[src/rtl/stream_compare_pkg.sv]
// Shared definitions for the stream_compare checker: compare-mode codes and
// the saturating increment used by the statistics counters.
package stream_compare_pkg;

    // Compare modes selected by the MODE parameter.
    localparam int CMP_EXACT = 0;
    localparam int CMP_TOL   = 1;

    // Widest counter the helper below supports; CWIDTH must not exceed it.
    localparam int CNT_MAXW = 64;

    // Increment that sticks at the supplied all-ones limit instead of wrapping.
    function automatic logic [CNT_MAXW-1:0] sat_inc(
        input logic [CNT_MAXW-1:0] value,
        input logic [CNT_MAXW-1:0] limit
    );
        return (value == limit) ? value : value + 1'b1;
    endfunction

endpackage

[src/rtl/stream_compare_lane.sv]
// One compare lane: extends both operands by one bit (sign or zero), subtracts
// without truncation and registers the result (pipeline stage 1). From the
// registered difference it derives the magnitude, the saturated magnitude
// reported on abs_sub and the lane pass flag. The pass flag and saturated
// magnitude are combinational from stage 1 and get registered by the top.
module stream_compare_lane
    import stream_compare_pkg::*;
#(
    parameter int DWIDTH = 16,
    parameter int MODE   = CMP_EXACT,
    parameter int ABDBIT = 4,
    parameter int SIGNED = 1
) (
    input  logic              clk,
    input  logic              rst_n,
    input  logic              load,
    input  logic [DWIDTH-1:0] d0,
    input  logic [DWIDTH-1:0] d1,
    output logic [DWIDTH-1:0] abs_sat,
    output logic              pass
);

    logic [DWIDTH:0] ext0;
    logic [DWIDTH:0] ext1;
    logic [DWIDTH:0] diff_d;
    logic [DWIDTH:0] diff_q;
    logic [DWIDTH:0] mag;

    // Operand extension and full-width difference; DWIDTH+1 bits always hold
    // the exact difference of two DWIDTH-bit values of the same signedness.
    always_comb begin
        ext0 = '0;
        ext1 = '0;
        if (SIGNED != 0) begin
            ext0 = {d0[DWIDTH-1], d0};
            ext1 = {d1[DWIDTH-1], d1};
        end else begin
            ext0 = {1'b0, d0};
            ext1 = {1'b0, d1};
        end
        diff_d = ext0 - ext1;
    end

    // Stage 1: hold the extended difference of the accepted beat.
    always_ff @(posedge clk) begin
        if (!rst_n) begin
            diff_q <= '0;
        end else if (load) begin
            diff_q <= diff_d;
        end
    end

    // Magnitude, saturation to DWIDTH bits and the pass decision. Exact mode
    // tests the difference for zero, which is equivalent to d0 == d1 because
    // the extended subtraction cannot wrap. Tolerance mode uses the
    // unsaturated magnitude.
    always_comb begin
        mag     = diff_q[DWIDTH] ? (~diff_q + 1'b1) : diff_q;
        abs_sat = mag[DWIDTH] ? {DWIDTH{1'b1}} : mag[DWIDTH-1:0];
        if (MODE == CMP_TOL) begin
            pass = ((mag >> ABDBIT) == '0);
        end else begin
            pass = (diff_q == '0);
        end
    end

endmodule

[src/rtl/stream_compare.sv]
// stream_compare: pipelined N-lane result checker with running statistics.
//
// Beat protocol: dvalid qualifies d0/d1/lane_en in the same cycle; there is no
// ready, every valid beat is accepted and the block sustains one beat per
// cycle. Results appear two cycles later qualified by r_valid; error pulses
// for exactly the cycles whose r_valid beat has an enabled failing lane.
//
// clr has priority over every same-cycle update: it drops both pipeline valid
// bits (a beat presented with clr is discarded) and zeroes the counters, the
// sticky flag and the capture registers.
//
// Optional feature: define STREAM_COMPARE_CAPTURE_EN to build the
// first-failure capture registers. Without it the first_* outputs are tied to
// zero and the port list is unchanged.
module stream_compare
    import stream_compare_pkg::*;
#(
    parameter int DWIDTH = 16,
    parameter int N      = 4,
    parameter int MODE   = CMP_EXACT,
    parameter int ABDBIT = 4,
    parameter int SIGNED = 1,
    parameter int CWIDTH = 32
) (
    input  logic                clk,
    input  logic                rst_n,
    input  logic                clr,
    input  logic [DWIDTH*N-1:0] d0,
    input  logic [DWIDTH*N-1:0] d1,
    input  logic                dvalid,
    input  logic [N-1:0]        lane_en,
    output logic [N-1:0]        r,
    output logic                r_valid,
    output logic [DWIDTH*N-1:0] abs_sub,
    output logic                error,
    output logic                err_sticky,
    output logic [CWIDTH-1:0]   beat_cnt,
    output logic [CWIDTH-1:0]   err_cnt,
    output logic                first_valid,
    output logic [CWIDTH-1:0]   first_beat,
    output logic [N-1:0]        first_mask,
    output logic [DWIDTH*N-1:0] first_d0,
    output logic [DWIDTH*N-1:0] first_d1
);

    // All-ones value of a CWIDTH counter, widened for the shared helper.
    localparam logic [CNT_MAXW-1:0] CNT_LIMIT = CNT_MAXW'({CWIDTH{1'b1}});

    logic                s1_valid;
    logic [N-1:0]        s1_lane_en;
    logic [DWIDTH*N-1:0] lane_abs;
    logic [N-1:0]        lane_pass;
    logic [N-1:0]        r_next;
    logic                beat_fail;

    // Per-lane datapath; each lane owns its stage-1 difference register.
    for (genvar i = 0; i < N; i++) begin : g_lane
        stream_compare_lane #(
            .DWIDTH (DWIDTH),
            .MODE   (MODE),
            .ABDBIT (ABDBIT),
            .SIGNED (SIGNED)
        ) u_lane (
            .clk     (clk),
            .rst_n   (rst_n),
            .load    (dvalid),
            .d0      (d0[DWIDTH*i +: DWIDTH]),
            .d1      (d1[DWIDTH*i +: DWIDTH]),
            .abs_sat (lane_abs[DWIDTH*i +: DWIDTH]),
            .pass    (lane_pass[i])
        );
    end

    // Stage 1 control: valid bit (dropped by clr) and the lane enables.
    always_ff @(posedge clk) begin
        if (!rst_n) begin
            s1_valid   <= 1'b0;
            s1_lane_en <= '0;
        end else begin
            s1_valid <= dvalid & ~clr;
            if (dvalid) begin
                s1_lane_en <= lane_en;
            end
        end
    end

    // Disabled lanes always pass; a beat fails if any remaining lane fails.
    always_comb begin
        r_next    = lane_pass | ~s1_lane_en;
        beat_fail = s1_valid & ~(&r_next);
    end

    // Stage 2 results: pass flags, magnitudes, r_valid and the error pulse.
    // r and abs_sub hold their last compared values between beats.
    always_ff @(posedge clk) begin
        if (!rst_n) begin
            r       <= '1;
            abs_sub <= '0;
            r_valid <= 1'b0;
            error   <= 1'b0;
        end else if (clr) begin
            r_valid <= 1'b0;
            error   <= 1'b0;
        end else begin
            r_valid <= s1_valid;
            error   <= beat_fail;
            if (s1_valid) begin
                r       <= r_next;
                abs_sub <= lane_abs;
            end
        end
    end

    // Stage 2 statistics: saturating beat/error counters and sticky flag,
    // updated in the same cycle the beat shows up on r_valid.
    always_ff @(posedge clk) begin
        if (!rst_n || clr) begin
            beat_cnt   <= '0;
            err_cnt    <= '0;
            err_sticky <= 1'b0;
        end else if (s1_valid) begin
            beat_cnt <= CWIDTH'(sat_inc(CNT_MAXW'(beat_cnt), CNT_LIMIT));
            if (beat_fail) begin
                err_cnt    <= CWIDTH'(sat_inc(CNT_MAXW'(err_cnt), CNT_LIMIT));
                err_sticky <= 1'b1;
            end
        end
    end

`ifdef STREAM_COMPARE_CAPTURE_EN
    logic [DWIDTH*N-1:0] s1_d0;
    logic [DWIDTH*N-1:0] s1_d1;

    // Stage 1 copy of the raw beat so the capture can record it.
    always_ff @(posedge clk) begin
        if (!rst_n) begin
            s1_d0 <= '0;
            s1_d1 <= '0;
        end else if (dvalid) begin
            s1_d0 <= d0;
            s1_d1 <= d1;
        end
    end

    // First-failure capture: latch once, hold until clr or reset. first_beat
    // is the pre-increment beat count, i.e. the 0-based index of the beat.
    always_ff @(posedge clk) begin
        if (!rst_n || clr) begin
            first_valid <= 1'b0;
            first_beat  <= '0;
            first_mask  <= '0;
            first_d0    <= '0;
            first_d1    <= '0;
        end else if (beat_fail && !first_valid) begin
            first_valid <= 1'b1;
            first_beat  <= beat_cnt;
            first_mask  <= ~r_next;
            first_d0    <= s1_d0;
            first_d1    <= s1_d1;
        end
    end
`else
    // Capture not built: outputs held at their reset values.
    assign first_valid = 1'b0;
    assign first_beat  = '0;
    assign first_mask  = '0;
    assign first_d0    = '0;
    assign first_d1    = '0;
`endif

endmodule

[config.mk]
export PLATFORM = sky130hd
export DESIGN_NAME = stream_compare
export DESIGN_NICKNAME = d
export VERILOG_FILES = /design/src/rtl/stream_compare_pkg.sv /design/src/rtl/stream_compare_lane.sv /design/src/rtl/stream_compare.sv
export SDC_FILE = /design/constraint.sdc
export NUM_CORES = 1
export LEC_CHECK = 0
export CAP_MARGIN = 30
export CORE_MARGIN = 10
export CORE_UTILIZATION = 45
export CTS_CLUSTER_DIAMETER = 30
export CTS_CLUSTER_SIZE = 40
export DETAILED_ROUTE_END_ITERATION = 8
export PLACE_DENSITY = 0.78
export SLEW_MARGIN = 0
export SYNTH_ARGS = -nofsm -noshare
export SYNTH_HDL_FRONTEND = slang
export SYNTH_SLANG_ARGS = --single-unit
[constraint.sdc]
create_clock -name clk -period 4.2 [get_ports clk]
set_input_delay 1.26 -clock clk [delete_from_list [all_inputs] [get_ports clk]]
set_output_delay 1.26 -clock clk [all_outputs]
set_load 0.01 [all_outputs]
## After elaboration in Yosys (flattened, before gate mapping)

Cells that the tools add are included.

- Add/sub/neg operators: 10
- Multiplexer cells: 8
- Reduce and logical (&&, ||, !) cells: 12
- Bitwise gates (word level): 13
- Equal/unequal tests: 2

Operators by type and width:

| kind | number |
|---|---|
| adder 17 x 1 -> 17 bit, second input constant | 4 |
| logical NOT 17 bit | 4 |
| 2-to-1 mux 17 bit | 4 |
| inverter 17 bit | 4 |
| subtractor 16 x 16 -> 17 bit | 4 |
| adder 32 x 1 -> 32 bit, second input constant | 2 |
| == test 32 bit, second input constant | 2 |
| 2-to-1 mux 16 bit | 4 |
| AND reduction 2 bit | 3 |
| inverter 1 bit | 5 |
| inverter 4 bit | 1 |
| OR 4 bit | 1 |
| AND reduction 4 bit | 1 |
| AND reduction 3 bit | 1 |
| bitwise AND 1 bit | 2 |
| OR reduction 2 bit | 1 |
| logical NOT 1 bit | 1 |
| logical OR 1 bit | 1 |

- Logic and storage cells: 58
- Output and inout bits: 300
- Register bits: 208
- Bits of input ports: 136

## Longest topological paths before layout

Gate-level depths: netlist (run 1).

- Depth in word-level cells: 6
- Depth in mapped cells: 11
- Depth with buffers taken out: 11

## By module

From an unflattened synthesis (run 1), not the netlist that was laid out.

- Cell total of the unflattened synthesis: 1949
- Area, all modules: 14901.8 µm²

By module, submodules not included:

| module | times used | area each (µm²) | seq. area each (µm²) | cells each |
|---|---|---|---|---|
| stream_compare_lane | 4 | 1899.3 | 340.3 | 266 |
| stream_compare | 1 | 7304.5 | 2802.7 | 885 |

## Least setup slack after synthesis (run 1)

No wires, ideal clock.

- Path kind: input port to flip-flop
- From: input port d0[32]
- To: register g_lane[2].u_lane.diff_q[16]
- Setup time: 0.116 ns
- Path buffers: 0
- Data required time: 4.084 ns
- Stages on the path: 11
- Arrival time: 3.116 ns
- Setup slack: 0.969 ns
- Cell sequence: inv_1 ha_1 fa_1 nor2b_1 o21ai_0 a21boi_0 o21ai_0 a21oi_1 a41o_1 o211ai_1 and3_1

- Longest elaborated chain between the ends: 1

RTL lines:

| what | RTL line | text |
|---|---|---|
| start: declaration | stream_compare.sv:28 | `input logic [DWIDTH*N-1:0] d0,` |
| subtractor 16 x 16 -> 17 bit | stream_compare_lane.sv:41 | `diff_d = ext0 - ext1;` |
| end signal: assignment | stream_compare_lane.sv:49 | `diff_q <= diff_d;` |
| end: declaration | stream_compare_lane.sv:26 | `logic [DWIDTH:0] diff_q;` |

No other way between the ends.
A chain may end at the register's enable or synchronous reset.

## Final worst setup path (run 1)

- From: input port d1[17]
- To: register g_lane[1].u_lane.diff_q[15]

- Longest elaborated chain between the ends: 1

RTL lines:

| what | RTL line | text |
|---|---|---|
| start: declaration | stream_compare.sv:29 | `input logic [DWIDTH*N-1:0] d1,` |
| subtractor 16 x 16 -> 17 bit | stream_compare_lane.sv:41 |  |
| end signal: assignment | stream_compare_lane.sv:49 |  |
| end: declaration | stream_compare_lane.sv:26 |  |

No other way between the ends.

==> impl_results.md, run 1 <==
* Layout cells sized above 1 at 0.0497
* Multi-input gate area at 0.00802 mm2
* Total CTS buffers at 45
* Synthesized area at 0.0134 mm2
* Post-synth EDFFs at 0
* Layout Nets at 2145
* Syn. warnings at 0
* Tcrit/Tclk final at 0.855
* Hold slack final at 482 ps
* Core area at 0.0296 mm2
* Root Buffer: clkbuf_16
* Crit path time final at 3590 ps
* Status: finished clean
* Setup TNS at 0 ps
* Worst EP required at 4560 ps
* DRC at 0
* Post-CTS setup buffers at 0
* Largest net degree at the start of global routing at 97
* Arrival @ worst endpoint at 3960 ps
* Unrepaired setup endpoints after global routing: no
* Die height at 193 um
* CP Launch Type: primary input
* All-Layer GR Usage at 0.194
* Vias in the first global route at 11.9k
* CP Capture Type: flop
* First-pass GRT wire length at 59.7 mm
* Placed cell areas at 0.0158 mm2
* Tightest Pin Transition at 847 ps
* Worst-skew pair later-pin latency at 520 ps
* TritonCTS clock tree: done
* First-pass iteration count of the detailed router at 5
* Cell leakage power at 0.00717 uW
* R2r setup slk at 870 ps
* GP Congestion at 0.907
* Pwr dens at 390 mW/mm2
* Fillers at 2630
* Post-synthesis cell type count at 59
* Post-synth ARST share at 0
* Area grow syn2layout at 29.4%
* Total Die Area at 0.0371 mm2
* # IOs at 436
* H-tree depth at 2
* Peak VDD IR at 0.273 mV
* Hold crit path type: reg2reg
* Input/output buffers at 270
* Row count at 63
* Hold Path End: r[1]$_SDFFE_PN1P_
* Synth Area per Inst at 8.05 um2
* #FFs+latches synth at 208
* FF-to-FF path depth at 10
* Reg2Reg Launch Point: g_lane[0].u_lane.diff_q[0]$_SDFFE_PN0P_
* Die W at 193 um
* Hold violation count in the final report at 0
* Resize count post-CTS at 0
* Max-slew violations at 0
* CP max FO at 3
* Routed wire length at 38.9 mm
* Setup slack after layout at 607 ps
* HPWL after DPL at 30.0 mm
* Place WS at 125 ps
* DR iter-0 viols at 728
* Kind of critical path: in2reg
* CTS sink count at 208
* Vias per Instance at 5.17
* Max-cap viol count at 0
* Clk slew on worst S/H paths at 40 ps
* Critical R2R Capture: err_cnt[22]$_SDFFE_PP0P_
* Final instance area at 0.0174 mm2
* Worst-case clock buffer depth at 3
* Commonest non-fill, non-tap cell in the layout: clkdlybuf4s50_1
* Initial antenna violation count at 8
* Storage element area at 0.00416 mm2
* Hold Crit Start: r[1]$_SDFFE_PN1P_
* GRT overflow at 0
* Routed WL per cell at 16.5 um
* Sequential fraction of the synthesis area at 0.310
* Cts hold-fix bufs at 0
* Most frequent cells in the layout: 268 x clkdlybuf4s50_1, 208 x dfxtp_1, 165 x conb_1
* Setup-failing EPs final at 0
* Vias at 12.2k
* Post-synth top flop: dfxtp_1
* Clock Skew at 22.7 ps
* Worst relative slew slack at 0.435
* Starting Density at 0.454
* Hold Path Cell Cnt at 2
* DRT antenna net count at 0
* Post-Syn Instances at 1668
* Fmax at 278 MHz
## state kept, by name, summed over array words and instances, names as in the netlist
register,cells
g_lane.u_lane.diff_q,68
s1_valid,1
abs_sub,64
beat_cnt,32
err_sticky,1
r_valid,1
s1_lane_en,4
err_cnt,32
error,1
r,4
## worst max-delay path by stage
stage                       from                                        to  slack [ps]  cells after the start
final                     d1[17]  g_lane[1].u_lane.diff_q[15]$_SDFFE_PN0P_         610                     11
after global routing      d0[32]  g_lane[2].u_lane.diff_q[16]$_SDFFE_PN0P_         390                     12
after CTS                 d0[32]  g_lane[2].u_lane.diff_q[16]$_SDFFE_PN0P_         640                     12
after detailed placement  d0[32]  g_lane[2].u_lane.diff_q[16]$_SDFFE_PN0P_         130                     12
after global placement    d1[49]  g_lane[3].u_lane.diff_q[15]$_SDFFE_PN0P_         260                     11
after floorplan           d0[32]  g_lane[2].u_lane.diff_q[16]$_SDFFE_PN0P_         970                     11
## report_power, final
| part | internal (uW) | switching [uW] | leakage [uW] |
|---|---|---|---|
| Clock | 2340 | 1080 | 0.000727 |
| Sequential | 2080 | 123 | 0.00170 |
| Combinational | 535 | 620 | 0.00474 |
| Total | 4950 | 1830 | 0.00717 |
## cells by family (layout without fill, tap and decap cells)
group	after synthesis	in the layout	share of synthesized area
simple gates	508	508	0.196
compound gates	371	371	0.164
buf+inv	328	466	0.139
flops	208	208	0.310
xor+xnor	141	141	0.0920
fa+ha+maj	74	74	0.0712
mux	37	37	0.0276
other cells	1	167	0.000279
## cell usage after synthesis (5+ instances only)
cell type  instances  area share
clkbuf_1          55       0.015
mux2i_1           37       0.028
dfxtp_1          208        0.31
a21oi_1          125       0.047
o41ai_1            8      0.0052
o211ai_1          20       0.011
buf_4            165       0.092
or2_2              5      0.0023
nand2b_1          12      0.0056
and2_1            12      0.0056
o211a_1            8      0.0060
a31oi_1           10      0.0047
o31ai_1           18       0.010
o21a_1            12      0.0067
o21bai_1           5      0.0028
xor2_1            77       0.050
nor2b_1           62       0.029
nand4_1           26       0.012
or4_1             12      0.0067
nor4_1            10      0.0047
o21ai_0          132       0.049
nand2_1          110       0.031
ha_1              70       0.065
and4_1             9      0.0059
or3_1             20      0.0093
inv_1            102       0.029
xnor2_1           64       0.042
nor3_1            37       0.014
nor2_1           109       0.030
nand4b_1           7      0.0046
a21o_1             9      0.0050
nand3_1           47       0.018
and3_1            16      0.0075
nand3b_1           5      0.0028
## stage by stage
stage | power, uW | utilization | cells
2_1_floorplan | 3110 | - | 1832
3_3_place_gp | 3340 | 0.536 | 2278
3_5_place_dp | 3370 | 0.536 | 2278
4_1_cts | 6820 | 0.587 | 2360
5_1_grt | 7080 | 0.587 | 2360
6_report | 6780 | 0.587 | 2362
## area by class of cell
type / count / share of cell area
inverter: 102 / 0.0220
clock buffer: 63 / 0.0752
multi-input combinational: 1296 / 0.462
sequential: 208 / 0.240
timing repair buffer: 282 / 0.161
clock inverter: 19 / 0.0120
antenna: 2 / 0.000288
tap: 390 / 0.0281
## worst max-delay path, cell delays in order
cell and delay [ps]:
clkdlybuf4s50_1 510, inv_1 60, ha_1 260, nor2b_1 140, o31ai_1 370, a21oi_1 150, o21ai_0 290, o311ai_0 260
o41ai_1 400, xor2_1 180, o21ai_0 80
## routing by layer
metal / vias to the layer above / GRT usage / wire length [um]
met2: 501 / 0.337 / 18600
met1: 5619 / 0.219 / 15100
li1: 5999 / - / -
met5: - / 0 / 92
met4: 12 / 0.0552 / 780
met3: 77 / 0.0692 / 4300
(Power assumes the default switching activity.)
==> run 2: changes to the inputs <==
==> constraint.sdc (replaced) <==
create_clock -name clk -period 4.1 [get_ports clk]
set_input_delay 0.82 -clock clk [delete_from_list [all_inputs] [get_ports clk]]
set_output_delay 0.82 -clock clk [all_outputs]
set_load 0.01 [all_outputs]
==> run 2 against run 1 <==
Effect of this change:
- combinational power barely moved
- global-route usage up 0.36 points
- first-iteration DRC count is 0.69% lower
- clock power increased by 15%
- critical endpoint is now err_cnt[22]$_SDFFE_PP0P_
- highest routed layer unchanged
- die area unchanged
- largest power group unchanged
- critical path type is now reg2reg
- routed wire length rose by 0.31%
- cell count increased by 0.34%
- final area increased by 1.1%
- sequential power grew 2%
==> impl_results.md, run 2 (same netlist as run 1, synthesis figures left out) <==
* Input/output buffers at 270
* Vias per Instance at 5.18
* Hold crit path type: reg2reg
* Fmax at 291 MHz
* Largest net degree at the start of global routing at 69
* GRT overflow at 0
* Starting Density at 0.454
* Critical path buffers and inverters at 1
* Clock Skew at 20.0 ps
* Status: finished clean
* Routed WL per cell at 16.5 um
* Die W at 193 um
* FF-to-FF path depth at 10
* Worst setup startpoint: g_lane[0].u_lane.diff_q[0]$_SDFFE_PN0P_
* Fillers at 2630
* CP max FO at 13
* Unrepaired setup endpoints after global routing: no
* Regs by FF count: g_lane.u_lane.diff_q x68, abs_sub x64
* Largest stage delay, worst path at 670 ps
* Layout Nets at 2149
* Row count at 63
* Setup-failing EPs final at 0
* # IOs at 436
* Crit-path slowest cell: o31ai_1
* First-pass iteration count of the detailed router at 5
* Hold Path End: r[1]$_SDFFE_PN1P_
* Setup slack after layout at 669 ps
* Die height at 193 um
* Setup TNS at 0 ps
* Tcrit/Tclk final at 0.837
* Tightest Pin Transition at 668 ps
* Place WS at 509 ps
* Cts hold-fix bufs at 0
* Pwr dens at 420 mW/mm2
* Max-slew violations at 0
* Worst EP required at 4490 ps
* DRT antenna net count at 0
* Hold violation count in the final report at 0
* CTS sink count at 208
* Reg2Reg Launch Point: g_lane[0].u_lane.diff_q[0]$_SDFFE_PN0P_
* Commonest non-fill, non-tap cell in the layout: clkdlybuf4s50_1
* Most frequent cells in the layout: 268 x clkdlybuf4s50_1, 208 x dfxtp_1, 165 x conb_1
* Peak VDD IR at 0.267 mV
* Vias at 12.3k
* Area grow syn2layout at 30.8%
* Worst-skew pair later-pin latency at 530 ps
* Family with the most delay on the worst path: simple AND/OR/NAND/NOR gates
* Arrival @ worst endpoint at 3820 ps
* Total Die Area at 0.0371 mm2
* Vias in the first global route at 12.1k
* All-Layer GR Usage at 0.197
* Max reg flops at 68
* WP depth at 10
* HPWL after DPL at 29.8 mm
* CP Launch Type: flop
* Most flop-heavy register: g_lane.u_lane.diff_q
* TritonCTS clock tree: done
* Max-cap viol count at 0
* Hold Path Cell Cnt at 2
* Routed wire length at 39.0 mm
* DRC at 0
* Multi-input gate area at 0.00802 mm2
* Root Buffer: clkbuf_16
* Worst relative slew slack at 0.551
* Storage element area at 0.00416 mm2
* Clk slew on worst S/H paths at 50 ps
* Hold Crit Start: r[1]$_SDFFE_PN1P_
* First-pass GRT wire length at 60.9 mm
* Post-CTS setup buffers at 0
* Core area at 0.0296 mm2
* Crit path time final at 3430 ps
* CP cell instances: inv_1 -> ha_1 -> nor4b_1 -> nand4_1 -> o31ai_1 -> nand4b_4 -> nand3b_1 -> or4_1 -> xor2_1 -> nor2_1
* Total CTS buffers at 48
* Cell leakage power at 0.00727 uW
* DR iter-0 viols at 723
* Resize count post-CTS at 0
* GP Congestion at 0.910
* Kind of critical path: reg2reg
* Worst-case clock buffer depth at 3
* H-tree depth at 2
* Layout cells sized above 1 at 0.0556
* Critical R2R Capture: err_cnt[22]$_SDFFE_PP0P_
* CP Capture Type: flop
* Initial antenna violation count at 6
* R2r setup slk at 670 ps
## run 2: per-layer routing
| metal | vias up | track usage | part of all wire |
|---|---|---|---|
| met5 | - | 0 | 0.0013 |
| li1 | 6005 | - | - |
| met2 | 478 | 0.340 | 0.48 |
| met1 | 5712 | 0.230 | 0.40 |
| met4 | 8 | 0.0599 | 0.021 |
| met3 | 80 | 0.0602 | 0.10 |
## run 2: area by class of cell
type	count	area share
repair buffers	283	0.159
clock buffers	62	0.0777
well taps	390	0.0278
flip-flops and latches	208	0.237
diodes	2	0.000285
multi-input cells	1296	0.457
clock inverters	27	0.0190
inverters	102	0.0218
## run 2: worst max-delay path by stage
stage	slack (ps)	to
after global placement	600	g_lane[3].u_lane.diff_q[15]$_SDFFE_PN0P_
after CTS	630	err_cnt[22]$_SDFFE_PP0P_
after detailed placement	510	g_lane[2].u_lane.diff_q[16]$_SDFFE_PN0P_
final	670	err_cnt[22]$_SDFFE_PP0P_
after floorplan	1310	g_lane[2].u_lane.diff_q[16]$_SDFFE_PN0P_
after global routing	430	err_cnt[22]$_SDFFE_PP0P_
## run 2: where the power goes
group / switching (uW) / internal, uW
Sequential: 122 / 2130
Combinational: 638 / 548
Clock: 1210 / 2720
## run 2: tightest hold or removal path, delay by kind of cell, from the launching register on
kind / cells / cell delay [ps]
AND/OR/NAND/NOR: 2 / 120
flip-flops: 1 / 300
## run 2: metrics by stage
stage                util  total power, uW  std cells  hold slack, ps  cell area (um2)
floorplan               -             3180       1832             458            14000
global placement    0.536             3420       2279             452            15900
detailed placement  0.536             3450       2279             458            15900
CTS                 0.594             7420       2368             481            17600
global route        0.594             7700       2369             499            17600
finish              0.594             7380       2370             479            17600
==> run 3: changes to the inputs <==
Clock period 4.1 ns to 3.42 ns, I/O delays scaled along.
==> run 3 against run 2 <==
Effect of this change:
- die area did not move
- register-to-register slack got worse by 370 ps
- sequential power rose by 20%
- critical path depth rose by 2
- total power rose by 20%
- count of clock-buffer cells in the layout fell by 1
- final area rose by 0.55%
- first-iteration DRC count rose by 10%
- clock power rose by 20%
- fmax rose by 9.8%
- utilization rose by 0.33 points
- global-route usage fell by 0.27 points
- critical path type unchanged
- largest power group unchanged
==> impl_results.md, run 3 (same netlist as run 1, synthesis figures left out) <==
* Placed insts at 2289
* Initial antenna violation count at 8
* Sequential power share at 0.304
* Arrival @ worst endpoint at 3510 ps
* Row count at 63
* Finished Core Util at 0.597
* Resize count post-CTS at 0
* DR iter-0 viols at 796
* Vias in the first global route at 11.9k
* First-pass GRT wire length at 60.0 mm
* Setup slack after layout at 295 ps
* Cell leakage power at 0.00732 uW
* Worst EP required at 3810 ps
* H-tree depth at 2
* Tcrit/Tclk final at 0.914
* Peak VDD IR at 0.342 mV
* CP cell instances: inv_1 -> ha_1 -> nor4b_1 -> nand4_1 -> o31ai_1 -> buf_4 -> nand4b_4 -> nor3b_1 -> buf_4 -> nand4_1 -> xor2_1 -> nor2_1
* Die W at 193 um
* Most flop-heavy register: g_lane.u_lane.diff_q
* Hold violation count in the final report at 0
* CP max FO at 12
* Cts hold-fix bufs at 0
* Area grow syn2layout at 31.5%
* Largest net degree at the start of global routing at 69
* Routed WL per cell at 16.3 um
* Post-CTS setup buffers at 0
* Worst relative slew slack at 0.522
* Most frequent cells in the layout: 268 x clkdlybuf4s50_1, 208 x dfxtp_1, 165 x conb_1
* DRT antenna net count at 0
* Core area at 0.0296 mm2
* Largest stage delay, worst path at 600 ps
* Worst-case clock buffer depth at 3
* # IOs at 436
* Comb power frac at 0.163
* Crit path time final at 3120 ps
* Tightest Pin Transition at 707 ps
* Root Buffer: clkbuf_16
* Worst-skew pair later-pin latency at 540 ps
* TritonCTS clock tree: done
* HPWL after DPL at 30.0 mm
* First-pass iteration count of the detailed router at 5
* Kind of critical path: reg2reg
* Vias per Instance at 5.14
* Hold crit path type: reg2reg
* GRT overflow at 0
* Clock network power share at 0.532
* Pwr dens at 501 mW/mm2
* All-Layer GR Usage at 0.195
* Setup-failing EPs final at 0
* Switching part of the total at 0.273
* Vias at 12.3k
* Total power at 8850 uW
* Final cell count without fillers at 2383
* Fmax at 320 MHz
* Crit-path slowest cell: nor4b_1
* Clk slew on worst S/H paths at 50 ps
* CP Capture Type: flop
* Layout Nets at 2161
* Total CTS buffers at 50
* Status: finished clean
* Max reg flops at 68
* DRC at 0
* Routed wire length at 38.9 mm
* Max-cap viol count at 0
* CP Launch Type: flop
* Starting Density at 0.454
* Regs by FF count: g_lane.u_lane.diff_q x68, abs_sub x64
* Layout cells sized above 1 at 0.0617
* Place WS at -7.85 ps
* Clock Skew at 16.9 ps
* Input/output buffers at 270
* Total Die Area at 0.0371 mm2
* P_sw at 2420 uW
* Die height at 193 um
* Unrepaired setup endpoints after global routing: no
* Commonest non-fill, non-tap cell in the layout: clkdlybuf4s50_1
* Internal power at 6430 uW
* Setup TNS at 0 ps
* Max-slew violations at 0
* GP Congestion at 0.918
* CTS sink count at 208
-- run 3: cell types whose count changed in the layout (fill, tap and decap cells not counted), moves of 2 or more --
| cell | delta |
|---|---|
| clkbuf_16 | +2 |
| clkinv_8 | +2 |
| clkbuf_8 | -4 |
| inv_6 | -5 |
| buf_4 | +9 |
| clkinv_2 | +6 |
| clkinvlp_4 | +2 |
-- run 3: path summary, 6_finish.rpt --
| check | start | end | slack (ps) | cells past startpoint |
|---|---|---|---|---|
| min reg2reg | r[2]$_SDFFE_PN1P_ | r[2]$_SDFFE_PN1P_ | 470 | 2 |
| min | r[2]$_SDFFE_PN1P_ | r[2]$_SDFFE_PN1P_ | 470 | 2 |
| max | g_lane[0].u_lane.diff_q[0]$_SDFFE_PN0P_ | err_cnt[13]$_SDFFE_PP0P_ | 300 | 12 |
| max reg2reg | g_lane[0].u_lane.diff_q[0]$_SDFFE_PN0P_ | err_cnt[13]$_SDFFE_PP0P_ | 300 | 12 |
-- run 3: critical path: cells and delay by family, from the launching register on --
kind                       cells  cell delay [ps]
adders and majority gates      1              220
buffers and inverters          3              480
and+or+nand+nor                6             1480
DFF                            1              320
xor gates and xnor gates       1              150
AOI/OAI and AO/OA              1              310
-- run 3: per-stage QoR --
step	cell area (um2)	hold WS (ps)
2_1_floorplan	14000	458
3_3_place_gp	15900	452
3_5_place_dp	15900	465
4_1_cts	17700	474
5_1_grt	17700	508
6_report	17700	469
-- run 3: per-layer routing --
layer  global-route usage  vias up  share of wire
li1                     -     6035              -
met1                0.227     5686           0.40
met2                0.329      432           0.47
met3               0.0665       85           0.10
met4               0.0593       14          0.021
met5                    0        -         0.0024
-- run 3: layout make-up --
type                       instances  area, um2
timing repair buffer             293       2880
antenna                            1       2.50
tap                              390        488
clock inverter                    32        347
clock buffer                      61       1360
fill                            2599      11900
sequential                       208       4160
inverter                         102        383
multi-input combinational       1296       8020
-- run 3: power by group through the flow --
stage	Combinational (uW)	Sequential, uW	Clock, uW
after floorplan	1110	2700	0
after global placement	1390	2730	0
after detailed placement	1420	2730	0
after CTS	1440	2690	4770
after global routing	1610	2710	4910
final	1450	2690	4710
